## config.mk

```make
export PLATFORM = sky130hd
export DESIGN_NAME = fetch_stage_flat
export DESIGN_NICKNAME = d
export VERILOG_FILES = /design/src/rtl/riscv_pkg.sv /design/src/rtl/fetch_stage_if.sv /design/src/rtl/fetch_stage_if_id_reg.sv /design/src/rtl/fetch_stage.sv /design/src/flat_wrapper.sv
export SDC_FILE = /design/constraint.sdc
export NUM_CORES = 1
export LEC_CHECK = 0
export ABC_AREA = 0
export CAP_MARGIN = 10
export CELL_PAD_IN_SITES_DETAIL_PLACEMENT = 1
export CELL_PAD_IN_SITES_GLOBAL_PLACEMENT = 2
export CORE_AREA = 2 2 152 154
export CTS_CLUSTER_SIZE = 25
export DETAILED_ROUTE_END_ITERATION = 6
export DIE_AREA = 0 0 154 156
export PLACE_DENSITY = 0.81
export SLEW_MARGIN = 5
export SYNTH_ARGS = -nofsm -noshare
export SYNTH_HDL_FRONTEND = slang
export SYNTH_HIERARCHICAL = 1
export SYNTH_SLANG_ARGS = --single-unit
```

## constraint.sdc

```tcl
create_clock -name clk -period 3.9 [get_ports clk]
set_clock_uncertainty 0.05 [all_clocks]
set_input_delay 0.585 -clock clk [delete_from_list [all_inputs] [get_ports clk]]
set_output_delay 0.585 -clock clk [all_outputs]
set_load 0.005 [all_outputs]
```

## src/rtl/riscv_pkg.sv

```systemverilog
// Shared types and constants for the instruction-fetch front end.
package riscv_pkg;

  localparam int unsigned XLEN = 32;
  localparam int unsigned ILEN = 32;
  localparam logic [ILEN-1:0] NOP_INSTR = 32'h0000_0013;

  typedef enum logic [0:0] {
    RUN  = 1'b0,
    HALT = 1'b1
  } fetch_state_e;

  typedef struct packed {
    logic [ILEN-1:0] instr;
    logic [XLEN-1:0] pc;
    logic [XLEN-1:0] pc_plus4;
    logic            fault;
  } if_id_t;

endpackage

```

## src/rtl/fetch_stage_if.sv

```systemverilog
// Fetch-stage bus: instruction ROM port, execute redirect and IF/ID handshake.
interface fetch_stage_if;

  logic [riscv_pkg::XLEN-1:0] imem_addr_o;
  logic [riscv_pkg::ILEN-1:0] imem_rd_i;
  logic                       redirect_i;
  logic [riscv_pkg::XLEN-1:0] redirect_pc_i;
  logic                       id_valid_o;
  logic                       id_ready_i;
  logic [riscv_pkg::ILEN-1:0] id_instr_o;
  logic [riscv_pkg::XLEN-1:0] id_pc_o;
  logic [riscv_pkg::XLEN-1:0] id_pc_plus4_o;
  logic                       id_fault_o;
  logic                       halted_o;

  modport master (
    output imem_addr_o,
    input  imem_rd_i,
    input  redirect_i,
    input  redirect_pc_i,
    output id_valid_o,
    input  id_ready_i,
    output id_instr_o,
    output id_pc_o,
    output id_pc_plus4_o,
    output id_fault_o,
    output halted_o
  );

  modport slave (
    input  imem_addr_o,
    output imem_rd_i,
    output redirect_i,
    output redirect_pc_i,
    input  id_valid_o,
    output id_ready_i,
    input  id_instr_o,
    input  id_pc_o,
    input  id_pc_plus4_o,
    input  id_fault_o,
    input  halted_o
  );

endinterface

```

## src/rtl/fetch_stage_if_id_reg.sv

```systemverilog
// IF/ID valid/ready pipeline register with flush; payload only moves when a token is loaded.
module if_id_reg
  import riscv_pkg::*;
(
  input  logic   clk,
  input  logic   rst_n,
  input  logic   flush,
  input  logic   in_valid,
  input  if_id_t in_data,
  input  logic   ready,
  output logic   out_valid,
  output if_id_t out_data
);

  logic advance;

  assign advance = !out_valid || ready;

  always_ff @(posedge clk or negedge rst_n) begin
    if (!rst_n) begin
      out_valid <= 1'b0;
      out_data  <= '{instr: NOP_INSTR, pc: '0, pc_plus4: '0, fault: 1'b0};
    end else if (flush) begin
      out_valid <= 1'b0;
    end else if (advance) begin
      out_valid <= in_valid;
      if (in_valid) begin
        out_data <= in_data;
      end
    end
  end

endmodule

```

## src/rtl/fetch_stage.sv

```systemverilog
// Instruction-fetch stage: PC register, ROM address, legality check and RUN/HALT control.
module fetch_stage
  import riscv_pkg::*;
#(
  parameter logic [XLEN-1:0] RESET_PC   = 32'h0000_0000,
  parameter int unsigned     IMEM_BYTES = 52
) (
  input logic           clk,
  input logic           rst_n,
  fetch_stage_if.master bus
);

  localparam int unsigned AW      = XLEN + 1;
  localparam logic [0:0]  ST_RUN  = 1'(RUN);
  localparam logic [0:0]  ST_HALT = 1'(HALT);

  logic [0:0]      state_q, state_d;
  logic [XLEN-1:0] pc_q, pc_d;
  logic [AW-1:0]   pc_last_byte;
  logic            pc_legal;
  logic            advance;
  logic            flush;
  logic            fetch_valid;
  if_id_t          fetch_data;
  logic            id_valid;
  if_id_t          id_data;

  assign advance = !id_valid || bus.id_ready_i;

  // Extra bit keeps a PC near the top of the address space from wrapping past the bound.
  assign pc_last_byte = {1'b0, pc_q} + AW'(3);
  assign pc_legal     = (pc_q[1:0] == 2'b00) && (pc_last_byte < AW'(IMEM_BYTES));

  always_ff @(posedge clk or negedge rst_n) begin
    if (!rst_n) begin
      state_q <= ST_RUN;
      pc_q    <= RESET_PC;
    end else begin
      state_q <= state_d;
      pc_q    <= pc_d;
    end
  end

  // Priority: redirect, then fault/fetch on advance, otherwise hold.
  always_comb begin
    state_d     = state_q;
    pc_d        = pc_q;
    flush       = 1'b0;
    fetch_valid = 1'b0;
    fetch_data  = '{instr: NOP_INSTR, pc: pc_q, pc_plus4: pc_q + XLEN'(4), fault: 1'b0};

    if (bus.redirect_i) begin
      pc_d    = bus.redirect_pc_i;
      state_d = ST_RUN;
      flush   = 1'b1;
    end else begin
      case (state_q)
        ST_RUN: begin
          if (advance) begin
            fetch_valid = 1'b1;
            if (pc_legal) begin
              fetch_data.instr = bus.imem_rd_i;
              pc_d             = pc_q + XLEN'(4);
            end else begin
              fetch_data.fault = 1'b1;
              state_d          = ST_HALT;
            end
          end
        end
        default: begin
          // HALT: nothing new is loaded, so the fault token drains and valid drops.
          fetch_valid = 1'b0;
        end
      endcase
    end
  end

  if_id_reg u_if_id_reg (
    .clk       (clk),
    .rst_n     (rst_n),
    .flush     (flush),
    .in_valid  (fetch_valid),
    .in_data   (fetch_data),
    .ready     (bus.id_ready_i),
    .out_valid (id_valid),
    .out_data  (id_data)
  );

  assign bus.imem_addr_o   = pc_q;
  assign bus.halted_o      = (state_q == ST_HALT);
  assign bus.id_valid_o    = id_valid;
  assign bus.id_instr_o    = id_data.instr;
  assign bus.id_pc_o       = id_data.pc;
  assign bus.id_pc_plus4_o = id_data.pc_plus4;
  assign bus.id_fault_o    = id_data.fault;

endmodule

```

## src/flat_wrapper.sv

```systemverilog
// flat-port wrapper written by rule: the top's interface ports become plain ports
module fetch_stage_flat import riscv_pkg::*;
#(
  parameter logic [XLEN-1:0] RESET_PC   = 32'h0000_0000,
  parameter int unsigned     IMEM_BYTES = 52
)
  (clk, rst_n, bus_imem_addr_o, bus_imem_rd_i, bus_redirect_i, bus_redirect_pc_i, bus_id_valid_o, bus_id_ready_i, bus_id_instr_o, bus_id_pc_o, bus_id_pc_plus4_o, bus_id_fault_o, bus_halted_o);
  fetch_stage_if bus_i ();
  input logic clk;
  input logic rst_n;
  output wire logic [$bits(bus_i.imem_addr_o)-1:0] bus_imem_addr_o;
  input wire logic [$bits(bus_i.imem_rd_i)-1:0] bus_imem_rd_i;
  input wire logic [$bits(bus_i.redirect_i)-1:0] bus_redirect_i;
  input wire logic [$bits(bus_i.redirect_pc_i)-1:0] bus_redirect_pc_i;
  output wire logic [$bits(bus_i.id_valid_o)-1:0] bus_id_valid_o;
  input wire logic [$bits(bus_i.id_ready_i)-1:0] bus_id_ready_i;
  output wire logic [$bits(bus_i.id_instr_o)-1:0] bus_id_instr_o;
  output wire logic [$bits(bus_i.id_pc_o)-1:0] bus_id_pc_o;
  output wire logic [$bits(bus_i.id_pc_plus4_o)-1:0] bus_id_pc_plus4_o;
  output wire logic [$bits(bus_i.id_fault_o)-1:0] bus_id_fault_o;
  output wire logic [$bits(bus_i.halted_o)-1:0] bus_halted_o;
  assign bus_imem_addr_o = bus_i.imem_addr_o;
  assign bus_i.imem_rd_i = bus_imem_rd_i;
  assign bus_i.redirect_i = bus_redirect_i;
  assign bus_i.redirect_pc_i = bus_redirect_pc_i;
  assign bus_id_valid_o = bus_i.id_valid_o;
  assign bus_i.id_ready_i = bus_id_ready_i;
  assign bus_id_instr_o = bus_i.id_instr_o;
  assign bus_id_pc_o = bus_i.id_pc_o;
  assign bus_id_pc_plus4_o = bus_i.id_pc_plus4_o;
  assign bus_id_fault_o = bus_i.id_fault_o;
  assign bus_halted_o = bus_i.halted_o;
  fetch_stage #(.RESET_PC(RESET_PC), .IMEM_BYTES(IMEM_BYTES)) u_core (.clk(clk), .rst_n(rst_n), .bus(bus_i));
endmodule
```

==> results_dict.tcl, run 1 <==
set metrics [dict create \
    ys_async_rst_share 1.00 \
    die_height_um 156 \
    grt_pass1_wl_um 31700 \
    drt.antenna.violating_nets 0 \
    worst-path-max-fanout 32 \
    die_w_um 154 \
    number_of_register_bits_inferred_by_synthesis 131 \
    tritoncts "built" \
    top_level_ports 199 \
    avgViaCountPerCell 4.92 \
    total_leakage_power_nw 3.76 \
    critical_path_class "reg -> reg" \
    critPathCaptureType "flop" \
    clk_root_buffer_cell "clkbuf_16" \
    setup_violations 0 \
    placement_rows 55 \
    min_period_over_period 0.951 \
    maxSlewViolCount 0 \
    detailed_place_hpwl_um 14700 \
    element_type_at_the_critical_path_start "flop" \
    netlist-cell-type-count 56 \
    synth_nets 629 \
    areaGrowthSynthToFinish_pct 39.6 \
    dr.first_iter.drc_count 160 \
    finalSetupTns_ps 0 \
    diodes 0 \
    synth_enable_flop_cells 0 \
    layout_common_cells "196 x clkdlybuf4s50_1, 128 x dfrtp_1, 90 x mux2_2" \
    synth_area_mm2 0.00664 \
    synth-main-ff-cell "dfrtp_1" \
    cts_post_setup_buffers_inserted 0 \
    setup_repair_after_global_routing_missed_its_margin "false" \
    cts-htree-levels 4 \
    port-buffer-count 198 \
    final_net_count 792 \
    clock_latency_ps 410 \
    globalRouteOverflowTotal 0 \
    synth_top_area_share 0.482 \
    remaining_max_slew_budget_at_the_tightest_pin 0.357 \
    vdd_drop_max_mv 0.280 \
    final_layout_size_suffix_gt1_frac 0.212 \
    clk_pin_slew_worst_paths_ps 60 \
    design.die.area_mm2 0.0240 \
    synthesis.area_per_instance_um2 11.9 \
    syn_inst 560 \
    synth_area_leaders "dfrtp_1 48%, mux2_2 15%, mux2_1 5.1%" \
    p_total_mw 4.42 \
    via_count 5027 \
    avgRoutedWirePerCell_um 19.7 \
    worst_hold_path_type "in -> async" \
    start_util 0.297 \
    final.min_clock_period_ps 3710 \
    critical_path_arrival_ps 3990 \
    maxCapViolCount 0 \
    tritoncts_buffers 17 \
    wl_um 20100 \
    layout.cells.most_common "clkdlybuf4s50_1" \
    grt_max_degree 100 \
    yosysWarnings 6 \
    timing_worst_slew_pin_value_ps 965 \
    gp_congestion 0.856 \
    p_per_area_mw_per_mm2 477 \
    clk_path_buf_depth 2 \
    detailed_route_drc_error_count 0 \
    first_global_vias 5552 \
    worstPathRequired_ps 4180 \
    hold_buffers 0 \
    synth_top_area_cell "dfrtp_1" \
    ys_seq_area_frac 0.494 \
    hold_viol 0 \
    cts.sink_count 131 \
    core_area_mm2 0.0224 \
    firstDrtPassIters 4 \
    grtUsageTotal 0.170 \
    antenna_found_initial 0 \
    result_of_the_run "finished, final reports clean" \
    f_max_mhz 269 \
]
[report_power, final]
part           switching, mW  internal, mW  total (mW)
registers              0.182          1.58        1.76
clock network          0.613          1.04        1.65
logic                  0.346         0.659        1.01
total                   1.14          3.28        4.42
[stage by stage]
| step | setup slack [ps] | instance area (um2) | util | hold slack [ps] | cells |
|---|---|---|---|---|---|
| floorplan | 872 | 6640 | - | 239 | 560 |
| global placement | 363 | 8650 | 0.387 | 417 | 989 |
| detailed placement | 188 | 8650 | 0.387 | 432 | 989 |
| CTS | 135 | 9260 | 0.414 | 278 | 1021 |
| global route | 47.0 | 9270 | 0.414 | 288 | 1021 |
| finish | 189 | 9270 | 0.414 | 218 | 1021 |
[worst max-delay path: stages (launching register included)]
cell	delay, ps
dfrtp_1	520
ha_1	310
and3_1	270
nand4_1	300
o31ai_1	410
nand4_1	220
nor4_2	560
and3_4	500
nand2b_1	140
mux2_1	320
[path summary, 6_finish.rpt]
path | start | endpoint | slack [ps] | cells past startpoint
setup / recovery | u_core/bus.imem_addr_o[2]$_DFFE_PN0P_ | u_core/u_if_id_reg/out_data[65]$_DFFE_PN1P_ | 190 | 9
hold / removal | rst_n | u_core/u_if_id_reg/out_data[74]$_DFFE_PN0P_ | 220 | 1
setup reg to reg | u_core/bus.imem_addr_o[2]$_DFFE_PN0P_ | u_core/u_if_id_reg/out_data[65]$_DFFE_PN1P_ | 190 | 9
hold reg to reg | u_core/u_if_id_reg/out_data[71]$_DFFE_PN0P_ | u_core/u_if_id_reg/out_data[71]$_DFFE_PN0P_ | 440 | 1
max in group asynchronous | rst_n | u_core/u_if_id_reg/out_data[27]$_DFFE_PN0P_ | 2740 | 2
min in group clk | u_core/u_if_id_reg/out_data[71]$_DFFE_PN0P_ | u_core/u_if_id_reg/out_data[71]$_DFFE_PN0P_ | 440 | 1
[cell type report]
class | count | area (um2)
Sequential cell | 131 | 3280
Clock inverter | 13 | 159
Fill cell | 2380 | 13100
Inverter | 7 | 26.3
Multi-Input combinational cell | 353 | 2890
Clock buffer | 19 | 453
Timing Repair Buffer | 213 | 2100
Tap cell | 285 | 357
[cell families after synthesis]
logic type / Yosys count / synth area share
buffers and inverters: 76 / 0.0714
adders and majority gates: 1 / 0.00188
xor gates and xnor gates: 31 / 0.0409
AOI/OAI and AO/OA: 40 / 0.0473
DFF: 131 / 0.494
muxes: 120 / 0.204
and+or+nand+nor: 161 / 0.141
[cells in the mapped netlist, types with 3 or more instances]
cell	instances
a21oi_1	4
and2_1	34
and3_1	3
and4_1	6
buf_2	13
buf_4	34
buf_6	6
clkbuf_1	15
dfrtp_1	128
dfstp_2	3
inv_1	7
mux2_1	30
mux2_2	90
nand2_1	27
nand2b_1	5
nand3_1	11
nand4_1	20
nor2_1	20
nor3_1	10
nor4_1	5
o21ai_0	7
o31ai_1	5
or4_1	4
xnor2_1	21
xor2_1	10
[layer usage]
layer / up-vias / share of wire / global-route usage
met2: 192 / 0.48 / 0.291
met1: 2538 / 0.45 / 0.211
met5: - / 0 / 0
met3: 20 / 0.063 / 0.0497
li1: 2277 / - / -
met4: 0 / 0.011 / 0.0445
[state kept, by name, summed over array words and instances, names as in the netlist]
signal                        cells
u_core/u_if_id_reg/out_data      97
u_core/u_if_id_reg/out_valid      1
u_core/bus.imem_addr_o           32
u_core/bus.halted_o               1
[repair_timing]
item                       CTS  global route
hold endpoints to repair     0             0
setup endpoints to repair    0            19
resized for setup            0             1
No activity file was read; power rests on OpenSTA's default activity.
==> run 2: changes to the inputs <==
- SKIP_CTS_REPAIR_TIMING: not set -> 1
==> results of run 2 <==
The final DEF is identical to that of run 1; final timing and power are the same.
==> run 3: changes to the inputs <==
- PLACE_DENSITY: 0.81 -> not set
- PLACE_DENSITY_LB_ADDON: not set -> 0.1
==> run 3 against run 2 <==
Compared with the run above: sequential power barely moved; first-iteration DRC count fell by 3.8%; power rose by 1.3%; combinational power barely moved; setup slack improved by 2.7 ps; clock power rose by 4%; final cell count barely moved; non-clock buffer count fell by 1; worst hold slack got worse by 75 ps; global-route usage fell by 0.27 points; largest cell class unchanged.
==> results_dict.tcl, run 3 (same netlist as run 1, synthesis figures left out) <==
set metrics [dict create \
    result_of_the_run "finished, final reports clean" \
    tritoncts "built" \
    maxCapViolCount 0 \
    critical_path_class "reg -> reg" \
    via_count 4873 \
    min_period_over_period 0.951 \
    f_max_mhz 270 \
    die_w_um 154 \
    crit_path_top_delay_cell "a2111oi_1" \
    finish.utilization 0.416 \
    final_net_count 791 \
    worst_hold_path_type "in -> async" \
    clock_latency_ps 410 \
    core_area_mm2 0.0224 \
    largest_register_ff_count 97 \
    total_leakage_power_nw 3.78 \
    vdd_drop_max_mv 0.238 \
    cts-htree-levels 4 \
    layout.filler_cells 2362 \
    cts.sink_count 131 \
    largest_register "u_core/u_if_id_reg/out_data" \
    timing_worst_slew_pin_value_ps 780 \
    globalRouteOverflowTotal 0 \
    design.die.area_mm2 0.0240 \
    placement_rows 55 \
    antenna_found_initial 0 \
    detailed_route_drc_error_count 0 \
    critical_path_arrival_ps 4000 \
    tritoncts_buffers 17 \
    layout_common_cells "196 x clkdlybuf4s50_1, 128 x dfrtp_1, 90 x mux2_2" \
    maxSlewViolCount 0 \
    first_global_vias 5434 \
    finalSetupTns_ps 0 \
    final_layout_size_suffix_gt1_frac 0.210 \
    slowest_delay_ps 580 \
    final.min_clock_period_ps 3710 \
    detailed_place_hpwl_um 14000 \
    path_cells "ha_1 -> and3_1 -> nand4_1 -> o31a_1 -> a2111oi_1 -> and4_2 -> and3_4 -> nand2b_1 -> mux2_1" \
    dr.first_iter.drc_count 154 \
    worst-path-max-fanout 32 \
    grt_pass1_wl_um 31400 \
    firstDrtPassIters 4 \
    gp_congestion 0.785 \
    remaining_max_slew_budget_at_the_tightest_pin 0.480 \
    clk_path_buf_depth 2 \
    layout.cells.most_common "clkdlybuf4s50_1" \
    clk_root_buffer_cell "clkbuf_16" \
    clk_pin_slew_worst_paths_ps 60 \
    p_per_area_mw_per_mm2 481 \
    element_type_at_the_critical_path_start "flop" \
    drt.antenna.violating_nets 0 \
    avgViaCountPerCell 4.78 \
    grtUsageTotal 0.168 \
    diodes 0 \
    port-buffer-count 198 \
    die_height_um 156 \
    critPathCaptureType "flop" \
    hold_viol 0 \
    wl_um 19500 \
    setup_violations 0 \
    setup_repair_after_global_routing_missed_its_margin "false" \
    worstPathRequired_ps 4190 \
    grt_max_degree 81 \
    top_level_ports 199 \
    avgRoutedWirePerCell_um 19.1 \
    start_util 0.297 \
    areaGrowthSynthToFinish_pct 40.2 \
]
## run 3: area by class of cell
type | instances | area [um2] | area share
multi-input cells | 353 | 2900 | 0.311
repair buffers | 212 | 2110 | 0.227
clock buffers | 20 | 457 | 0.0491
inverters | 7 | 26.3 | 0.00282
well taps | 285 | 357 | 0.0383
flip-flops and latches | 131 | 3280 | 0.353
clock inverters | 12 | 179 | 0.0192
## run 3: path summary, 6_finish.rpt
| path | from | end | slack (ps) | cells past startpoint |
|---|---|---|---|---|
| min in group clk | u_core/u_if_id_reg/out_data[75]$_DFFE_PN0P_ | u_core/u_if_id_reg/out_data[75]$_DFFE_PN0P_ | 440 | 1 |
| max in group asynchronous | rst_n | u_core/bus.imem_addr_o[4]$_DFFE_PN0P_ | 2820 | 2 |
| max reg2reg | u_core/bus.imem_addr_o[2]$_DFFE_PN0P_ | u_core/u_if_id_reg/out_data[69]$_DFFE_PN1P_ | 190 | 9 |
| min reg2reg | u_core/u_if_id_reg/out_data[75]$_DFFE_PN0P_ | u_core/u_if_id_reg/out_data[75]$_DFFE_PN0P_ | 440 | 1 |
| max | u_core/bus.imem_addr_o[2]$_DFFE_PN0P_ | u_core/u_if_id_reg/out_data[69]$_DFFE_PN1P_ | 190 | 9 |
| min | rst_n | u_core/u_if_id_reg/out_data[33]$_DFFE_PN0P_ | 140 | 1 |
## run 3: power breakdown
part           switching [mW]  internal (mW)
logic                   0.336          0.659
registers               0.186           1.58
clock network           0.609           1.11
## run 3: per-layer routing
layer / vias to the layer above / routed length (um) / global-route usage
li1: 2270 / - / -
met1: 2459 / 9140 / 0.224
met2: 136 / 9300 / 0.275
met3: 8 / 904 / 0.0408
met4: 0 / 118 / 0.0401
met5: - / 0 / 0
## run 3: critical path: cells and delay by family (launching register included)
| family | cells | cell delay [ps] |
|---|---|---|
| AOI/OAI and AO/OA | 2 | 930 |
| DFF | 1 | 480 |
| adders and majority gates | 1 | 330 |
| muxes | 1 | 310 |
| and+or+nand+nor | 5 | 1520 |
## run 3: metrics by stage
stage          cells  instance area, um2  setup slack [ps]  hold slack [ps]  power (mW)
6_report        1020                9310               192              144        4.48
2_1_floorplan    560                6640               872              239        2.15
3_3_place_gp     988                8660               225              417        2.78
4_1_cts         1020                9290               109              185        4.57
3_5_place_dp     988                8660               147              427        2.80
5_1_grt         1020                9310              22.2              199        4.73
==> patch (config.mk and constraints of run 2) <==
The package constant `ILEN` goes from 32 to 48.
--- a/src/rtl/riscv_pkg.sv
+++ b/src/rtl/riscv_pkg.sv
@@ -2,7 +2,7 @@
 package riscv_pkg;
 
   localparam int unsigned XLEN = 32;
-  localparam int unsigned ILEN = 32;
+  localparam int unsigned ILEN = 48;
   localparam logic [ILEN-1:0] NOP_INSTR = 32'h0000_0013;
 
   typedef enum logic [0:0] {
Interface: changed (resized bus_id_instr_o and bus_imem_rd_i); port bits go from 199 to 231. The function was not compared with the original's and may differ.
==> patch against run 2 <==
  * Routed wire length up 5.8%
  * Maximum frequency up 6.7%
  * First-iteration DRC count up 44%
  * Critical path type unchanged
  * Worst setup slack better by 0.23 ns
  * Synthesized cell count up 4.5%
  * Synthesized area up 8.6%
  * Largest cell class unchanged
  * Total power up 3.6%
  * Cell area up 10%
  * Via count up 4.7%
  * Cell count up 6.7%
  * Sequential cell count up 16
==> patch: results (changes against run 2) <==
* Dominant cells by area after synthesis: dfrtp_1, mux2_2, mux2_1
* Metal3 WL at 978 um (-23%)
* Yosys cell types at 52 (-7.1%)
* Layout Nets at 876 (+11%)
* GP Congestion at 0.825 (-3.6%)
* Reg2Reg Depth at 11 (+2)
* Post-DP HPWL at 15.7 mm (+7.1%)
* Tot GR Track Use at 18.0% (+0.95 points)
* Highest metal used: met4
* Max reg flops at 113 (+16%)
* Top reg by flops: u_core/u_if_id_reg/out_data
* Largest net degree at the start of global routing at 98 (-2.0%)
* WL met1 at 9.01 mm (+0.47%)
* Outcome: finished clean
* Vias in the first global route at 5812 (+4.7%)
* Share of the synthesized area in the top cell type at 50.0% (+1.7 points)
* Buffers on Ports at 230 (+16%)
* First-pass GRT wire length at 33.6 mm (+5.7%)
* Most frequent cells after synthesis: dfrtp_1, mux2_2, mux2_1, and2_1, buf_4
* Crit path DAT at 3.78 ns (-0.21 ns)
* Total Routed Length at 21.3 mm (+5.8%)
* Post-Syn Instances at 585 (+4.5%)
* Worst IR Drop VDD at 0.284 mV (+1.5%)
* Via count at 5263 (+4.7%)
* Vias/cell at 4.83 (-1.8%)
* Async S/R FF share, synth at 100% (unchanged)
* Mapped cell area at 7210 um2 (+8.6%)
* Flop2flop setup slack at 0.42 ns (+0.23 ns)
* Pre-CTS setup slack at 0.152 ns (-0.0363 ns)
* Leakage at 4.26 nW (+13%)
* Drc violations at 0 (unchanged)
* Antenna Cells at 0 (unchanged)
* Layout cells sized above 1 at 18.0% (-3.2 points)
* Syn nets at 670 (+6.5%)
* Seq/Total Area, Yosys at 51.1% (+1.6 points)
* Placed cells at 1057 (+6.9%)
* Drt first pass iters at 4 (unchanged)
* Worst-path maximum fanout at 48 (+50%)
* Met2 Routed Length at 10.8 mm (+12%)
* Hold Crit Class: in2async
* Number of DRC markers in iteration 0 at 230 (+44%)
* Least-Margin Pin Slew at 0.910 ns (-0.0554 ns)
## patch: cell count changes in the layout (fill, tap and decap cells not counted), sizes merged, moves of 10 or more
cell	delta
nand4	-10
mux2	+24
clkdlybuf4s50	+32
dfrtp	+16
buf	+11
and2	+13
## patch: layout make-up
type	instances	area (um2)
inverter	6	22.5
tap	285	357
fill	2377	12100
multi-input combinational	363	3060
sequential	147	3680
clock inverter	14	155
timing repair buffer	256	2520
clock buffer	18	429
## patch: worst max-delay path by stage
stage | startpoint | slack, ns | endpoint
after detailed placement | u_core/bus.imem_addr_o[3] | 0.15 | u_core/u_if_id_reg/out_data[65]
after CTS | u_core/bus.imem_addr_o[2] | 0.14 | u_core/u_if_id_reg/out_data[65]
final | u_core/bus.imem_addr_o[2] | 0.42 | u_core/u_if_id_reg/out_data[65]
after global routing | u_core/bus.imem_addr_o[2] | 0.14 | u_core/u_if_id_reg/out_data[69]
after global placement | u_core/bus.imem_addr_o[2] | 0.34 | u_core/u_if_id_reg/out_data[69]
after floorplan | u_core/bus.imem_addr_o[4] | 0.74 | u_core/u_if_id_reg/out_data[65]
## patch: worst max-delay path, cell delays in order (launching register included)
cell	delay, ns
dfrtp_1	0.48
ha_1	0.31
nand3_1	0.13
or3_1	0.37
nor3_1	0.23
mux2_2	0.37
nor4_2	0.39
nand4b_1	0.25
nor3_4	0.21
buf_12	0.22
nand2b_1	0.07
mux2_1	0.30
## patch: report_power, final
| part | switching (mW) | internal, mW | leakage, nW |
|---|---|---|---|
| Combinational | 0.362 | 0.670 | 2.15 |
| Sequential | 0.165 | 1.75 | 1.84 |
| Clock | 0.684 | 0.950 | 0.270 |
| Total | 1.21 | 3.37 | 4.26 |
## patch: kinds of logic (layout without fill, tap and decap cells)
group                    after synthesis  after routing  share of synthesized area (%)
AO/OA/AOI/OAI                         25             25                           2.46
XOR/XNOR                              34             34                           4.13
adder cells (fa/ha/maj)                1              1                          0.174
buffers and inverters                 75            294                           6.80
flip-flops                           147            147                           51.1
multiplexers                         145            145                           22.6
AND/OR/NAND/NOR                      158            158                           12.7
## patch: metrics by stage
| stage | utilization [%] | hold slack, ns | instance area [um2] |
|---|---|---|---|
| CTS | 45.7 | 0.241 | 10200 |
| global placement | 43.1 | 0.416 | 9630 |
| global route | 45.7 | 0.256 | 10200 |
| floorplan | - | 0.239 | 7210 |
| finish | 45.7 | 0.194 | 10200 |
| detailed placement | 43.1 | 0.424 | 9630 |
## patch: layer usage
layer / global-route usage, % / vias to the layer above
li1: - / 2420
met1: 22.1 / 2653
met2: 31.2 / 156
met3: 4.03 / 34
met4: 6.45 / 0
met5: 0 / -
